<file path="src/rtl/regfile_mp.sv">
// Multi-read-port register file with write-first bypass and a per-register
// busy scoreboard used by decode for RAW hazard detection.
module regfile_mp #(
  parameter int DATA_W   = 16,
  parameter int ADDR_W   = 3,
  parameter int NUM_RD   = 2,
  parameter int ZERO_REG = 0
) (
  input  logic                     clk,
  input  logic                     rst,
  input  logic [NUM_RD-1:0]        rd_en,
  input  logic [NUM_RD*ADDR_W-1:0] rd_addr,
  output logic [NUM_RD*DATA_W-1:0] rd_data,
  output logic [NUM_RD-1:0]        rd_busy,
  input  logic                     wr_en,
  input  logic [ADDR_W-1:0]        wr_addr,
  input  logic [DATA_W-1:0]        wr_data,
  input  logic                     iss_en,
  input  logic [ADDR_W-1:0]        iss_addr,
  output logic [ADDR_W:0]          busy_cnt
);

  localparam int DEPTH = 1 << ADDR_W;

  logic [DATA_W-1:0] mem_reg [DEPTH];
  logic [DEPTH-1:0]  busy_reg;
  logic [DEPTH-1:0]  busy_next;
  logic [ADDR_W:0]   busy_cnt_reg;
  logic [ADDR_W:0]   busy_cnt_next;
  logic              wr_ok;
  logic              iss_ok;

  // Register 0 is hardwired when ZERO_REG is set, so its writes and issues are dropped.
  assign wr_ok  = wr_en  && !((ZERO_REG != 0) && (wr_addr  == '0));
  assign iss_ok = iss_en && !((ZERO_REG != 0) && (iss_addr == '0));

  // Issue is applied after writeback so a same-cycle new producer keeps the register busy.
  always_comb begin
    busy_next = busy_reg;
    if (wr_ok)
      busy_next[wr_addr] = 1'b0;
    if (iss_ok)
      busy_next[iss_addr] = 1'b1;
  end

  always_comb begin
    busy_cnt_next = '0;
    for (int i = 0; i < DEPTH; i++)
      busy_cnt_next = busy_cnt_next + (ADDR_W + 1)'(busy_next[i]);
  end

  always_ff @(posedge clk or negedge rst) begin
    if (!rst) begin
      busy_reg     <= '0;
      busy_cnt_reg <= '0;
    end else begin
      busy_reg     <= busy_next;
      busy_cnt_reg <= busy_cnt_next;
    end
  end

  always_ff @(posedge clk or negedge rst) begin
    if (!rst) begin
      for (int i = 0; i < DEPTH; i++)
        mem_reg[i] <= '0;
    end else if (wr_ok) begin
      mem_reg[wr_addr] <= wr_data;
    end
  end

  assign busy_cnt = busy_cnt_reg;

  generate
    for (genvar gi = 0; gi < NUM_RD; gi++) begin : g_rd
      logic [ADDR_W-1:0] addr;
      logic              wr_hit;
      logic              zero_hit;
      logic [DATA_W-1:0] data_reg;

      assign addr     = rd_addr[gi*ADDR_W +: ADDR_W];
      assign wr_hit   = wr_en && (wr_addr == addr);
      assign zero_hit = (ZERO_REG != 0) && (addr == '0);

      always_ff @(posedge clk or negedge rst) begin
        if (!rst)
          data_reg <= '0;
        else if (rd_en[gi]) begin
          if (zero_hit)
            data_reg <= '0;
          else if (wr_hit)
            data_reg <= wr_data;
          else
            data_reg <= mem_reg[addr];
        end
      end

      assign rd_data[gi*DATA_W +: DATA_W] = data_reg;
      // A writeback landing this cycle resolves the hazard, matching the bypass.
      assign rd_busy[gi] = busy_reg[addr] && !wr_hit && !zero_hit;
    end
  endgenerate

endmodule

</file>
<file path="config.mk">
export PLATFORM = sky130hd
export DESIGN_NAME = regfile_mp
export DESIGN_NICKNAME = d
export VERILOG_FILES = /design/src/rtl/regfile_mp.sv
export SDC_FILE = /design/constraint.sdc
export NUM_CORES = 1
export LEC_CHECK = 0
export ABC_AREA = 1
export BUFFER_PORTS_ARGS = -buffer_cell sky130_fd_sc_hd__buf_2
export CAP_MARGIN = 20
export CORE_ASPECT_RATIO = 1.2
export CORE_UTILIZATION = 40
export CTS_BUF_LIST = sky130_fd_sc_hd__clkbuf_8
export CTS_CLUSTER_SIZE = 30
export DETAILED_ROUTE_END_ITERATION = 10
export GPL_TIMING_DRIVEN = 0
export PLACE_DENSITY = 0.58
export SLEW_MARGIN = 15
export SYNTH_ARGS = -nofsm -noshare
export SYNTH_HDL_FRONTEND = slang
export SYNTH_SLANG_ARGS = --single-unit
</file>
<file path="constraint.sdc">
create_clock -name clk -period 4 [get_ports clk]
set_clock_uncertainty 0.15 [all_clocks]
set_input_delay 1 -clock clk [delete_from_list [all_inputs] [get_ports clk]]
set_output_delay 1 -clock clk [all_outputs]
set_load 0.05 [all_outputs]
</file>
==> flow_summary_export.csv, run 1 <==
group,metric,value,unit
sta,fin_crit,3.945,ns
setup_path,r2r-end,"busy_cnt[2]",
layout,fin_util,45.91,%
place,dp_slack,-0.5841,ns
detailed_routing,drt-total-wl,37.82,mm
setup_path,worstSetupPathType,"input port to output pin",
hold_path,worstHoldPathType,"input port to asynchronous set/reset pin",
clocking,numCtsBuffers,17,
floorplan,core-area,24050,sq um
layout,fillers,2565,
layout,area_delta_synth_final,11.82,%
setup_path,r2r_cells,11,
grt,grt_max_degree,91,
clocking,cts_tree,"yes",
clocking,path_clk_slew,0.09,ns
logic_synthesis,syn_inst,1394,
sta,final_hold_viol_count,0,
detailed_routing,routed_via_density,5.447,
floorplan,ios,72,
layout,fin_nets,1512,
sta,worst_slack,0.05476,ns
layout,diodes,0,
power_and_ir_drop,power_density,472.4,nW/um^2
grt,antenna_found_initial,0,
detailed_routing,vias,9827,
floorplan,die_w,145.4,um
place,dpl.hpwl,26.52,mm
sta,finalMaxSlewViolations,0,
logic_synthesis,syn_nets,1435,
sta,setup_tns,0,ns
setup_path,arrival,2.80,ns
clocking,cts_htree_levels,4,
place,io_buffers,53,
setup_path,crit_path_max_fanout,10,
floorplan,floorplan.initialDensity,41.06,%
floorplan,dieArea,25320,sq um
clocking,worst_skew_pair.late_latency,0.50,ns
detailed_routing,ant_nets,0,
sta,period_share,98.63,%
power_and_ir_drop,irDropWorstVdd,0.2971,mV
grt,track_usage,30.67,%
setup_path,worst_setup_path_end_kind,"output pin",
grt,grt_pass1_vias,9423,
layout,layout-drive-gt1-share,14.08,%
setup_path,crit_end,"rd_busy[1]",
sta,setup_viol,0,
sta,timing.slew.headroom,36.25,%
setup_path,start_kind,"input port",
detailed_routing,routedWlPerCell,20.97,um
clocking,root_buffer,"clkbuf_8",
place,gp_congestion,0.9671,
detailed_routing,drc_errors,0,
sta,worst_slew_pin_slew,0.9563,ns
outcome,status,"complete, no violations",
sta,fmax,253.5,MHz
grt,grt_pass1_wl,57.20,mm
run,maxCapViolations,0,
setup_path,r2r_start,"busy_reg[0]",
clocking,clk_path_buf_depth,2,
layout,largest_reg_flops,128,
sta,rsz0062_at_grt,"no",
logic_synthesis,ys_seq_elements,172,
logic_synthesis,syn_avg_cell_area,7.083,sq um
setup_path,cp.required,2.85,ns
logic_synthesis,yosysWarnings,0,
power_and_ir_drop,p_leak,0.005481,uW
clocking,cts.sinks,172,
logic_synthesis,syn_area,9873,sq um
setup_path,startpoint,"rd_addr[4]",
logic_synthesis,ys_types,34,
clocking,cts_hold_buffers,0,
grt,grt_overflow,0,
logic_synthesis,seq_area_frac_synth,43.59,%
setup_path,rrSetupSlack,0.80,ns
power_and_ir_drop,finalPower,5215,uW
floorplan,num_rows,62,
floorplan,die_h,174.1,um
detailed_routing,dr.pass1.iters,6,
logic_synthesis,synth_top_cell_by_area,"dfrtp_1",
logic_synthesis,synth_top_area_share,43.59,%
detailed_routing,drtIter0Drc,994,
logic_synthesis,synthTopCellsByArea,"dfrtp_1, nand2_1, nand3_1, o21ai_0, inv_1",
-- synth_stat cells, drive strengths merged --
master	number
nand2	474
nand3	238
dfrtp	172
inv	157
o21ai	144
nor2	70
buf	62
clkbuf	29
a21oi	28
o22ai	7
fa	4
ha	3
clkinv	2
nor3	2
nand3b	1
xnor2	1
-- metrics by stage --
| stage | area, sq um | hold slack [ns] | std cells |
|---|---|---|---|
| 2_1_floorplan | 9906 | 0.3245 | 1394 |
| 3_3_place_gp | 10570 | 0.3080 | 1767 |
| 3_5_place_dp | 10610 | 0.3112 | 1768 |
| 4_1_cts | 11020 | 0.3355 | 1802 |
| 5_1_grt | 11040 | 0.3596 | 1804 |
| 6_report | 11040 | 0.3293 | 1804 |
-- layout make-up --
cell class | instances | area [sq um] | area share [%]
flip-flops and latches | 172 | 4304 | 38.98
well taps | 320 | 400.4 | 3.626
inverters | 159 | 604.3 | 5.474
clock buffers | 17 | 234.0 | 2.119
clock inverters | 15 | 166.4 | 1.507
plain buffers | 91 | 496.7 | 4.499
repair buffers | 58 | 332.8 | 3.015
multi-input cells | 972 | 4502 | 40.78
-- repair_timing --
action	in CTS	in global routing
pin swaps	2	1
endpoints found under the setup margin	2	2
buffers inserted	2	2
resized for setup	0	1
-- worst min-delay path by stage --
stage / endpoint
2_1_floorplan: mem_reg[32]
3_5_place_dp: g_rd[0].data_reg[9]
4_1_cts: g_rd[0].data_reg[15]
6_report: mem_reg[54]
5_1_grt: g_rd[0].data_reg[15]
3_3_place_gp: g_rd[0].data_reg[9]
-- cell families after synthesis --
family / Yosys count / share of synthesized area (%)
XOR/XNOR: 1 / 0.08872
AND/OR/NAND/NOR: 785 / 34.52
AO/OA/AOI/OAI: 179 / 9.657
flip-flops: 172 / 43.59
adder cells (fa/ha/maj): 7 / 1.191
buffers and inverters: 250 / 10.95
-- critical path, stage by stage --
cell and delay [ns]:
buf_4 0.16, clkbuf_1 0.69, o21ai_0 0.19, o21ai_0 0.19
a21oi_1 0.07, nor3_1 0.18, buf_2 0.31
-- layout by cell type (no fill, tap or decap), drive strengths merged --
cell type	netlist	final
inv	157	163
o21ai	144	144
nor3	2	2
buf	62	121
o22ai	7	7
clkinvlp	0	2
clkbuf	29	45
nand3b	1	1
xnor2	1	1
fa	4	4
dfrtp	172	172
nor2	70	70
bufinv	0	2
nand3	238	238
nand2	474	474
clkinv	2	7
a21oi	28	28
ha	3	3
-- power breakdown --
| part | switching (uW) | internal [uW] | total [uW] |
|---|---|---|---|
| combinational | 1130 | 489 | 1620 |
| sequential | 205 | 2090 | 2290 |
| clock | 736 | 567 | 1300 |
-- metal layers --
layer | track usage [%] | part of all wire, % | up-vias
met5 | 0 | 0 | -
met4 | 16.97 | 4.8 | 0
met3 | 6.509 | 7.9 | 96
met2 | 48.00 | 45 | 505
met1 | 39.55 | 42 | 4665
li1 | - | - | 4561
No activity file was read; power rests on OpenSTA's default activity.
==> inputs of run 2 (changes only) <==
- BUFFER_PORTS_ARGS: -buffer_cell sky130_fd_sc_hd__buf_2 -> not set
- DONT_BUFFER_PORTS: not set -> 1
- PLACE_DENSITY: 0.58 -> 0.55
==> run 2 against run 1 <==
Against the previous run: global-route usage up 0.43 points; final area down 3.2%; critical path depth up 6; clock-buffer cell count unchanged; flip-flop and latch count unchanged; register-to-register slack about the same; setup slack better by 0.092 ns; via count down 3.2%; final cell count down 3.1%.
==> flow_summary_export.csv, run 2 (synthesized netlist as in run 1, its figures left out) <==
group,metric,value,unit
sta,period_share,96.33,%
clocking,numCtsBuffers,17,
floorplan,num_rows,62,
sta,setup_tns,0,ns
setup_path,r2r_cells,11,
setup_path,cp.required,4.24,ns
place,dpl.hpwl,26.66,mm
sta,final_hold_viol_count,0,
layout,layoutNonFillerInstCount,1748,
power_and_ir_drop,switching_share,40.54,%
power_and_ir_drop,p_seq_share,51.6,%
grt,grt_overflow,0,
setup_path,crit_path_max_fanout,10,
setup_path,arrival,4.09,ns
grt,grt_max_degree,173,
sta,fmax,259.5,MHz
layout,fin_nets,1456,
setup_path,rrSetupSlack,0.81,ns
place,io_buffers,0,
setup_path,worst_setup_path_end_kind,"register",
detailed_routing,drt-total-wl,37.72,mm
sta,worst_slew_pin_slew,0.9089,ns
power_and_ir_drop,comb_power_share,24.7,%
place,gp_congestion,0.9490,
layout,diodes,0,
grt,grt_pass1_wl,57.79,mm
clocking,path_clk_slew,0.11,ns
grt,grt_pass1_vias,9242,
detailed_routing,drtIter0Drc,939,
run,maxCapViolations,0,
floorplan,dieArea,25320,sq um
power_and_ir_drop,irDropWorstVdd,0.2988,mV
layout,layout-drive-gt1-share,10.92,%
sta,fin_crit,3.853,ns
detailed_routing,drc_errors,0,
outcome,status,"complete, no violations",
clocking,cts_hold_buffers,0,
floorplan,core-area,24050,sq um
detailed_routing,vias,9515,
detailed_routing,routedWlPerCell,21.58,um
clocking,root_buffer,"clkbuf_8",
layout,fin_area,10690,sq um
floorplan,floorplan.initialDensity,41.06,%
setup_path,r2r_start,"busy_reg[0]",
setup_path,start_kind,"input port",
hold_path,worstHoldPathType,"input port to asynchronous set/reset pin",
clocking,clk_path_buf_depth,2,
place,placed_area,10310,sq um
power_and_ir_drop,p_switching,2012,uW
power_and_ir_drop,finalPower,4963,uW
sta,timing.slew.headroom,39.41,%
setup_path,worstSetupPathType,"input port to register",
floorplan,die_w,145.4,um
power_and_ir_drop,p_leak,0.005213,uW
sta,setup_viol,0,
sta,finalMaxSlewViolations,0,
setup_path,r2r-end,"busy_cnt[2]",
sta,rsz0062_at_grt,"no",
detailed_routing,routed_via_density,5.443,
clocking,worst_skew_pair.late_latency,0.50,ns
detailed_routing,dr.pass1.iters,5,
power_and_ir_drop,pwr-share-clk,23.6,%
clocking,cts_htree_levels,4,
power_and_ir_drop,power_density,464.1,nW/um^2
layout,mostFrequentLayoutCell,"nand2_1",
floorplan,ios,72,
grt,track_usage,31.10,%
clocking,cts.sinks,172,
place,placed_cells,1714,
power_and_ir_drop,p_int,2951,uW
layout,fin_util,44.46,%
floorplan,die_h,174.1,um
grt,antenna_found_initial,0,
layout,layout_common_cells,"nand2_1, nand3_1, dfrtp_1",
clocking,cts_tree,"yes",
layout,area_delta_synth_final,8.301,%
layout,largest_reg_flops,128,
detailed_routing,ant_nets,0,
run 2: metal layers:
layer / share of wire (%) / track usage, % / vias up
met2: 47 / 50.88 / 439
met5: 0 / 0 / -
li1: - / - / 4442
met4: 3.9 / 13.33 / 0
met3: 7.3 / 5.171 / 93
met1: 42 / 40.62 / 4541
run 2: how the worst max path moves through the flow:
stage | start | endpoint | depth (start not counted)
finish | wr_en | busy_cnt[2] | 13
global route | wr_addr[2] | busy_cnt[2] | 14
CTS | rd_addr[1] | rd_busy[0] | 6
detailed placement | wr_addr[1] | busy_cnt[2] | 15
global placement | rd_addr[4] | rd_busy[1] | 6
floorplan | wr_addr[2] | busy_cnt[2] | 14
run 2: cell type report:
type / count / area (sq um)
buffer: 90 / 491.7
clock buffer: 17 / 234.0
multi-input combinational: 972 / 4519
tap: 320 / 400.4
fill: 2571 / 13360
sequential: 172 / 4304
clock inverter: 15 / 116.4
inverter: 159 / 604.3
timing repair buffer: 3 / 22.52
run 2: timing repair:
| action | in CTS | in global routing |
|---|---|---|
| buffers inserted | 0 | 3 |
| pin swaps | 0 | 2 |
| resized for setup | 1 | 1 |
| endpoints found under the setup margin | 1 | 3 |
run 2: per-stage QoR:
stage	worst slack, ns	hold slack, ns
2_1_floorplan	-0.006702	0.3245
3_3_place_gp	-0.5469	0.3526
3_5_place_dp	-0.3933	0.3608
4_1_cts	0.02085	0.02952
5_1_grt	0.0007492	0.02195
6_report	0.1469	0.03399
run 2: worst max-delay path: stages:
cell and delay (ns):
nand2_2 0.11, nor2_4 0.31, clkbuf_8 0.28, o22ai_2 0.10
fa_1 0.52, inv_1 0.05, fa_1 0.49, fa_1 0.42
inv_1 0.07, ha_2 0.18, inv_1 0.05, fa_1 0.37
xnor2_1 0.13
run 2: power groups by stage:
stage                     logic [uW]  clock network (uW)  registers (uW)
after global routing            1420                1240            2610
after CTS                       1220                1180            2560
after floorplan                  908                   0            2530
after global placement          1190                   0            2590
after detailed placement        1210                   0            2590
final                           1230                1170            2560
==> inputs of run 3 (changes only) <==
--- a/config.mk
+++ b/config.mk
@@ -7,9 +7,9 @@
 export LEC_CHECK = 0
 export ABC_AREA = 1
-export CAP_MARGIN = 20
+export CAP_MARGIN = 0
 export CORE_ASPECT_RATIO = 1.2
 export CORE_UTILIZATION = 40
 export CTS_BUF_LIST = sky130_fd_sc_hd__clkbuf_8
-export CTS_CLUSTER_SIZE = 30
+export CTS_CLUSTER_SIZE = 28
 export DETAILED_ROUTE_END_ITERATION = 10
 export DONT_BUFFER_PORTS = 1
==> constraint.sdc (replaced) <==
create_clock -name clk -period 4 [get_ports clk]
set_clock_uncertainty 0.15 [all_clocks]
set_input_delay 1 -clock clk [delete_from_list [all_inputs] [get_ports clk]]
set_output_delay 1 -clock clk [all_outputs]
set_load 0.1 [all_outputs]
==> run 3 against run 2 <==
Against the previous run: non-clock buffer count shrank 2; via count is 0.57% higher; clock power grew 9%; hold slack improved by 0.014 ns; sequential share of layout area shrank 0.24 points; final cell count decreased by 0.17%; critical path type is now input port to output pin; highest routed layer unchanged.
==> flow_summary_export.csv, run 3 (synthesized netlist as in run 1, its figures left out) <==
group,metric,value,unit
setup_path,r2r_start,"busy_reg[0]",
grt,antenna_found_initial,1,
layout,fin_util,44.73,%
detailed_routing,drc_errors,0,
grt,grt_pass1_vias,9037,
clocking,path_clk_slew,0.10,ns
detailed_routing,routed_via_density,5.484,
sta,final_hold_viol_count,0,
layout,fin_nets,1454,
clocking,root_buffer,"clkbuf_8",
detailed_routing,dr.pass1.iters,6,
outcome,status,"complete, no violations",
detailed_routing,routedWlPerCell,21.81,um
power_and_ir_drop,irDropWorstVdd,0.4626,mV
grt,grt_overflow,0,
setup_path,arrival,2.79,ns
setup_path,critical-path-slowest-cell,"nor3_4",
setup_path,crit_path_max_fanout,10,
floorplan,die_h,174.1,um
layout,area_delta_synth_final,8.947,%
hold_path,worstHoldPathType,"input port to asynchronous set/reset pin",
clocking,cts_htree_levels,4,
clocking,cts.sinks,172,
floorplan,floorplan.initialDensity,41.06,%
setup_path,path_cells,"buf_4 > buf_2 > o21ai_0 > o21ai_0 > a21oi_1 > nor3_4",
clocking,cts_hold_buffers,0,
sta,period_share,98.56,%
layout,fillers,2548,
sta,timing.slew.headroom,31.36,%
clocking,worst_skew_pair.late_latency,0.49,ns
sta,worst_slack,0.05757,ns
layout,mostFrequentLayoutCell,"nand2_1",
grt,grt_pass1_wl,56.70,mm
setup_path,start_kind,"input port",
power_and_ir_drop,p_leak,0.005243,uW
setup_path,crit_end,"rd_busy[1]",
setup_path,worstSetupPathType,"input port to output pin",
run,maxCapViolations,0,
place,gp_congestion,0.9549,
clocking,cts_tree,"yes",
floorplan,num_rows,62,
detailed_routing,drtIter0Drc,1133,
grt,track_usage,30.67,%
layout,layout_common_cells,"nand2_1, nand3_1, dfrtp_1",
place,io_buffers,0,
sta,worst_slew_pin_slew,1.026,ns
place,dp_slack,-0.3741,ns
detailed_routing,drt-total-wl,38.07,mm
floorplan,core-area,24050,sq um
setup_path,rrSetupSlack,0.82,ns
sta,setup_viol,0,
layout,layout-drive-gt1-share,11.02,%
clocking,numCtsBuffers,17,
grt,grt_max_degree,173,
clocking,cts_setup_buffers,0,
floorplan,die_w,145.4,um
power_and_ir_drop,power_density,497.0,nW/um^2
setup_path,r2r-end,"busy_cnt[1]",
place,placed_cells,1714,
setup_path,critPathMaxStageDelay,0.85,ns
layout,layoutNonFillerInstCount,1745,
setup_path,worst_setup_path_end_kind,"output pin",
detailed_routing,ant_nets,0,
setup_path,startpoint,"rd_addr[4]",
place,dpl.hpwl,26.56,mm
sta,setup_tns,0,ns
setup_path,r2r_cells,11,
floorplan,ios,72,
sta,fmax,253.7,MHz
setup_path,critPathMostFrequentCell,"o21ai_0",
setup_path,cp.required,2.85,ns
sta,rsz0062_at_grt,"no",
layout,largest_reg_flops,128,
floorplan,dieArea,25320,sq um
clocking,clk_path_buf_depth,2,
sta,fin_crit,3.942,ns
layout,diodes,0,
sta,finalMaxSlewViolations,0,
detailed_routing,vias,9569,
## run 3: timing repair
action,CTS,global route
gates resized for setup,8,12
pin swaps,2,2
endpoints found under the setup margin,2,2
## run 3: final cells by class
type | instances | area (sq um) | share of cell area (%)
multi-input cells | 972 | 4519 | 42.01
flip-flops and latches | 172 | 4304 | 40.01
inverters | 159 | 604.3 | 5.618
plain buffers | 91 | 538.0 | 5.002
well taps | 320 | 400.4 | 3.722
clock buffers | 18 | 247.7 | 2.303
clock inverters | 13 | 142.6 | 1.326
## run 3: critical path: cells and delay by family
kind / cells / cell delay (ns)
AND/OR/NAND/NOR: 1 / 0.85
buffers and inverters: 2 / 0.52
AO/OA/AOI/OAI: 3 / 0.41
## run 3: how the worst min path moves through the flow
stage,start,end,slack [ns],cells past startpoint
final,rst,mem_reg[51],0.05,0
after global routing,rst,mem_reg[51],0.02,0
after CTS,rst,g_rd[1].data_reg[6],0.03,0
after detailed placement,mem_reg[16],mem_reg[16],0.35,2
after global placement,mem_reg[31],mem_reg[31],0.35,2
after floorplan,mem_reg[32],mem_reg[32],0.32,2
## run 3: power by group
| part | switching [uW] | internal (uW) | total, uW |
|---|---|---|---|
| Combinational | 817 | 433 | 1250 |
| Sequential | 753 | 2080 | 2830 |
| Clock | 698 | 569 | 1270 |
## run 3: through the flow
step           total power [uW]  hold slack [ns]  area [sq um]
6_report                   5346          0.04803         10760
3_3_place_gp               4064           0.3451         10320
2_1_floorplan              3722           0.3245          9917
5_1_grt                    5630          0.02425         10760
4_1_cts                    5352          0.02755         10730
3_5_place_dp               4087           0.3533         10320
## run 3: per-layer routing
layer  share of wire, %  GRT usage [%]  vias to the layer above
met2                 46          48.10                      501
met4                4.0          15.31                        0
li1                   -              -                     4438
met1                 42          40.80                     4553
met5                  0              0                        -
met3                8.4          5.433                       77
